--- src/rtl/sw_cond.sv ---
// Slide-switch conditioner: two-flop synchroniser plus per-bit debounce feeding the 0xC001 switch register.
// Define SW_COND_STICKY_EN to add sticky write-1-to-clear change flags and a summary interrupt.
module sw_cond #(
    parameter int WIDTH           = 10,
    parameter int DEBOUNCE_CYCLES = 500000,
    parameter int CNT_W           = $clog2(DEBOUNCE_CYCLES)
) (
    input  logic             clk,
    input  logic             rst,
    input  logic [WIDTH-1:0] sw_i,
    output logic [WIDTH-1:0] sw_o,
    output logic [WIDTH-1:0] edge_o,
    input  logic [WIDTH-1:0] clr_i,
    output logic [WIDTH-1:0] chg_o,
    output logic             irq_o
);

    localparam logic [CNT_W-1:0] CNT_MAX = CNT_W'(DEBOUNCE_CYCLES - 1);
    localparam logic [CNT_W-1:0] CNT_ONE = CNT_W'(1);

    logic [WIDTH-1:0]            s1_r;
    logic [WIDTH-1:0]            s2_r;
    logic [WIDTH-1:0]            sw_r;
    logic [WIDTH-1:0]            edge_r;
    logic [WIDTH-1:0][CNT_W-1:0] cnt_r;

    logic [WIDTH-1:0]            sw_nxt_s;
    logic [WIDTH-1:0]            edge_nxt_s;
    logic [WIDTH-1:0][CNT_W-1:0] cnt_nxt_s;

    // Per-bit stability counter: any cycle of agreement restarts the count.
    always_comb begin
        sw_nxt_s   = sw_r;
        edge_nxt_s = '0;
        cnt_nxt_s  = '0;
        for (int i = 0; i < WIDTH; i++) begin
            if (s2_r[i] == sw_r[i]) begin
                cnt_nxt_s[i] = '0;
            end else if (cnt_r[i] == CNT_MAX) begin
                sw_nxt_s[i]   = s2_r[i];
                edge_nxt_s[i] = 1'b1;
                cnt_nxt_s[i]  = '0;
            end else begin
                cnt_nxt_s[i] = cnt_r[i] + CNT_ONE;
            end
        end
    end

    // Synchroniser, counters and debounced outputs.
    always_ff @(posedge clk) begin
        if (rst) begin
            s1_r   <= '0;
            s2_r   <= '0;
            sw_r   <= '0;
            edge_r <= '0;
            cnt_r  <= '0;
        end else begin
            s1_r   <= sw_i;
            s2_r   <= s1_r;
            sw_r   <= sw_nxt_s;
            edge_r <= edge_nxt_s;
            cnt_r  <= cnt_nxt_s;
        end
    end

    assign sw_o   = sw_r;
    assign edge_o = edge_r;

`ifdef SW_COND_STICKY_EN
    logic [WIDTH-1:0] chg_r;
    logic             irq_r;

    // Sticky flags: a new edge beats a simultaneous clear; irq lags the flags by one cycle.
    always_ff @(posedge clk) begin
        if (rst) begin
            chg_r <= '0;
            irq_r <= 1'b0;
        end else begin
            chg_r <= (chg_r & ~clr_i) | edge_r;
            irq_r <= |chg_r;
        end
    end

    assign chg_o = chg_r;
    assign irq_o = irq_r;
`else
    logic unused_clr;

    assign unused_clr = ^clr_i;
    assign chg_o      = '0;
    assign irq_o      = 1'b0;
`endif

endmodule

--- config.mk ---
export PLATFORM = sky130hd
export DESIGN_NAME = sw_cond
export DESIGN_NICKNAME = d
export VERILOG_FILES = /design/src/rtl/sw_cond.sv
export SDC_FILE = /design/constraint.sdc
export NUM_CORES = 1
export LEC_CHECK = 0
export ABC_AREA = 0
export CELL_PAD_IN_SITES_DETAIL_PLACEMENT = 0
export CELL_PAD_IN_SITES_GLOBAL_PLACEMENT = 1
export CORE_ASPECT_RATIO = 0.8
export CORE_MARGIN = 2
export CORE_UTILIZATION = 46
export DETAILED_ROUTE_END_ITERATION = 10
export PLACE_DENSITY = 0.79
export SLEW_MARGIN = 20
export SYNTH_ARGS = -nofsm -noshare
export SYNTH_HDL_FRONTEND = slang
export SYNTH_SLANG_ARGS = --single-unit
--- constraint.sdc ---
create_clock -name clk -period 2.16 [get_ports clk]
set_input_delay 0.54 -clock clk [delete_from_list [all_inputs] [get_ports clk]]
set_output_delay 0.54 -clock clk [all_outputs]
set_load 0.01 [all_outputs]
# Word-level counts from Yosys, hierarchy flattened
# Index checks and enable logic that the tools add are counted.
[op_classes] bitwise=10 n_reduce_logical=30 n_addsub=10 muxes=10 n_eq_ne=20
[op_table] op="19-bit by 1-bit adder with 19-bit output, second input constant" n=10
[op_table] op="19-bit equality test, second input constant" n=10
[op_table] op="3-bit OR reduction" n=10
[op_table] op="2-bit AND reduction" n=10
[op_table] op="2-bit OR reduction" n=10
[op_table] op="1-bit equality test" n=10
[op_table] op="1-bit 2-to-1 mux" n=10
[op_table] op="1-bit inverter" n=10
[totals] inputBits=22 ff_bits=230 elab_cells=112 out_inout_bits=31

# Depth between registers and ports, before layout
[logic_depth] word_depth=3 mapped_depth=8 ltp_nobuf=5

# Worst setup path after synthesis
# Ideal clock, no wire load.
[synth_timing] path_type="flip-flop to flip-flop" startpoint="register cnt_r[19] (netlist bit)" endpoint="register cnt_r[24] (netlist bit)" slack_ps=233 arrival_ps=1800 path_stages_with_launch=8 setup_time_ps=128 period_less_slack_ps=1927 n_path_buf=2 required_time_ps=2032 cell_sequence="dfxtp_1 -> ha_1 -> and3_1 -> clkbuf_1 -> nand4_1 -> o21ai_1 -> clkbuf_1 -> nor2_1"
[synth_between] elab_chain_cells=2 word_cells_on_any_way=3 cone_classes="1 x add/sub; 1 x eq/ne; 1 x reduce/logical"
[synth_lines] element="start: declaration" line="25" text="logic [WIDTH-1:0][CNT_W-1:0] cnt_r;"
[synth_lines] element="start signal: assignment" line="62" text="cnt_r <= cnt_nxt_s;"
[synth_lines] element="parallel branches: the longest is 2 deep, another holds 19-bit by 1-bit adder with 19-bit output"
# Parallel ways; which one is timed is not known.
# A chain may end at the register's enable or synchronous reset.

# Worst setup path in the final report
[layout_timing] startpoint="register sw_r[3] (netlist: sw_o[3])" endpoint="output sw_o[3]"
[layout_lines] element="start: declaration" line="23" text="logic [WIDTH-1:0] sw_r;"
[layout_lines] element="start signal: assignment" line="60" text="sw_r <= sw_nxt_s;"
[layout_lines] element="end: declaration" line="11" text="output logic [WIDTH-1:0] sw_o,"
# No word-level cell between the ends.

==> flow_summary.yaml <==
outcome:
  outcome: "completed"
critical_path:
  cp_cell_sequence: "clkdlybuf4s50_1"
  r2r-end: "cnt_r[169]"
  max_stage_delay_ns: 0.56
  r2r_start: "cnt_r[157]"
  crit_path_max_fanout: 3
  cp.required_ns: 1.62
  path_class: "flip-flop to output port"
  cp_data_arrival_time_ns: 1.46
  cp-start-kind: "flip-flop"
  path_buf_inv: 1
  r2r_cells: 4
  cp-end-kind: "output port"
  r2r_setup_slack_ns: 0.16
  crit_family: "buffers and inverters"
  critPathSlowestCell: "clkdlybuf4s50_1"
global_routing:
  grt_first_pass_wirelength_um: 33240
  grt-ovfl-total: 0
  antenna_found_initial: 0
  grt_pass1_vias: 6998
  grt_max_degree: 20
  grt_usage_pct: 16.85
placement:
  numPortBuffers: 31
  dp_hpwl_um: 13150
  place_congestion: 0.7766
  placed_cells: 1454
cts:
  clkTransAtPathRegs_ns: 0.06
  clkSinkCount: 230
  cts_setup_buffers: 0
  cts_buffers: 26
  cts_buffer_depth: 3
  cts_root_buf: "clkbuf_16"
  htree_levels: 1
  cts_tree: "yes"
  postCtsHoldBufs: 0
  post_cts_resized: 0
  clk-insertion-delay-late_ns: 0.51
logic_synthesis:
  ys_seq_area_share_pct: 45.57
  async_flop_share_pct: 0
  postSynthCellCount: 1139
  synth.avg_cell_area_um2: 8.870
  synth_commonest_cells: "dfxtp_1 (230), nor2_1 (159), nand3_1 (78)"
  syn_area_um2: 10100
  synth.top_cell.area_share_pct: 45.57
  synth_most_common_cell: "dfxtp_1"
  yosysTopAreaCell: "dfxtp_1"
  ys.flop_type: "dfxtp_1"
  synth_edf_count: 0
  yosysUniqueCellTypes: 49
  synth_area_leaders: "dfxtp_1 (46%), xnor2_1 (6.1%), nor2_1 (5.9%)"
  ys_ff_latch: 230
  ys_warn_count: 0
hold_path:
  whs_path_depth: 1
  min_from: "s1_r[0]"
  min_to: "s2_r[0]"
  hold_class: "flip-flop to flip-flop"
sta:
  rsz0062_at_grt: "false"
  period_share_pct: 92.39
  setup_viol_count_final: 0
  whs_ns: 0.4323
  finalSetupTns_ns: 0
  worst_clock_skew_ns: 0.009843
  fmax_mhz: 501.1
  hold_violations: 0
  tightest_slew_ns: 0.5727
  slew_headroom_pct: 61.47
  slew_violations: 0
  period_needed_ns: 1.996
route:
  drtIter0Drc: 490
  dr_total_vias: 7877
  wl_per_cell_um: 12.84
  final_antenna_net_count: 0
  drc: 0
  dr.pass1.iters: 6
  wl_um: 19250
  via_per_inst: 5.255
power_and_ir_drop:
  p_total_w: 0.008882
  vdd_drop_max_mv: 0.5225
  p_per_area_nw_per_um2: 753.2
  p_leak_nw: 3.663
cells_and_area:
  syn_to_final_growth_pct: 16.71
  num-nets-final: 1239
  drive_gt1_share_pct: 9.069
  num-fill-cells: 2036
  antenna_cells: 0
  final_cell_count_no_fill: 1499
  fin_util_pct: 54.69
floorplanning:
  die_w_um: 169.7
  dieArea_um2: 23170
  core_um2: 21560
  start_util_pct: 46.86
  num_io_pins: 53
  die_y_um: 136.6
  rows: 48
run:
  maxCapViolCount: 0
[routing by layer]
metal / vias to the layer above / GRT usage, % / wire (µm)
li1: 4171 / - / -
met1: 3598 / 25.60 / 10590
met4: 0 / 3.466 / 311
met2: 87 / 24.83 / 7673
met3: 21 / 3.123 / 673
met5: - / 0 / 0
[how the worst max path moves through the flow]
stage                from          to  cells after the start
6_report          sw_o[3]     sw_o[3]                      1
4_1_cts           sw_o[3]     sw_o[3]                      1
5_1_grt        cnt_r[157]  cnt_r[167]                      4
2_1_floorplan   cnt_r[19]   cnt_r[24]                      7
3_5_place_dp   cnt_r[157]  cnt_r[167]                      4
3_3_place_gp   cnt_r[180]  cnt_r[187]                      5
[layout make-up]
type                    instances  area [µm²]  area share, %
well taps                     275       344.1          2.918
inverters                      41       153.9          1.305
flip-flops and latches        230        4604          39.05
repair buffers                 71       643.1          5.454
clock buffers                  38       797.0          6.759
multi-input cells             837        5160          43.76
clock inverters                 7       88.84         0.7534
[state kept, by name, indices dropped and copies added (netlist names)]
signal  cells
edge_o     10
s2_r       10
s1_r       10
sw_o       10
cnt_r     190
[kinds of logic (layout without fill, tap and decap cells)]
logic type | after synthesis | count (layout) | synth area share [%]
simple gates | 553 | 553 | 29.98
flops | 230 | 230 | 45.57
compound gates | 136 | 136 | 8.396
xor+xnor | 127 | 127 | 11.01
buf+inv | 82 | 157 | 3.765
fa+ha+maj | 10 | 10 | 1.238
other cells | 1 | 11 | 0.03712
[cells in the final DEF (no fill, tap or decap), types with 26 or more instances in the layout]
master,netlist,final
a21oi_1,58,58
buf_4,12,37
clkbuf_16,0,27
clkdlybuf4s50_1,0,30
dfxtp_1,230,230
inv_1,41,41
nand2_1,50,50
nand3_1,78,78
nand4_1,43,43
nor2_1,159,159
nor4_1,28,28
o21ai_0,32,32
o31ai_1,26,26
or3_1,31,31
or4_1,29,29
xnor2_1,70,70
xor2_1,57,57
[power by group]
group / internal (W) / switching [W]
combinational: 0.0000581 / 0.0000693
clock: 0.00278 / 0.00170
sequential: 0.00427 / 0.0000131
[through the flow]
| stage | area, µm² | setup slack, ns |
|---|---|---|
| 6_report | 11790 | 0.1643 |
| 5_1_grt | 11790 | 0.06315 |
| 4_1_cts | 11790 | 0.1335 |
| 3_5_place_dp | 10900 | 0.1802 |
| 3_3_place_gp | 10900 | 0.1985 |
| 2_1_floorplan | 10140 | 0.2326 |
No activity file was read; power rests on OpenSTA's default activity.
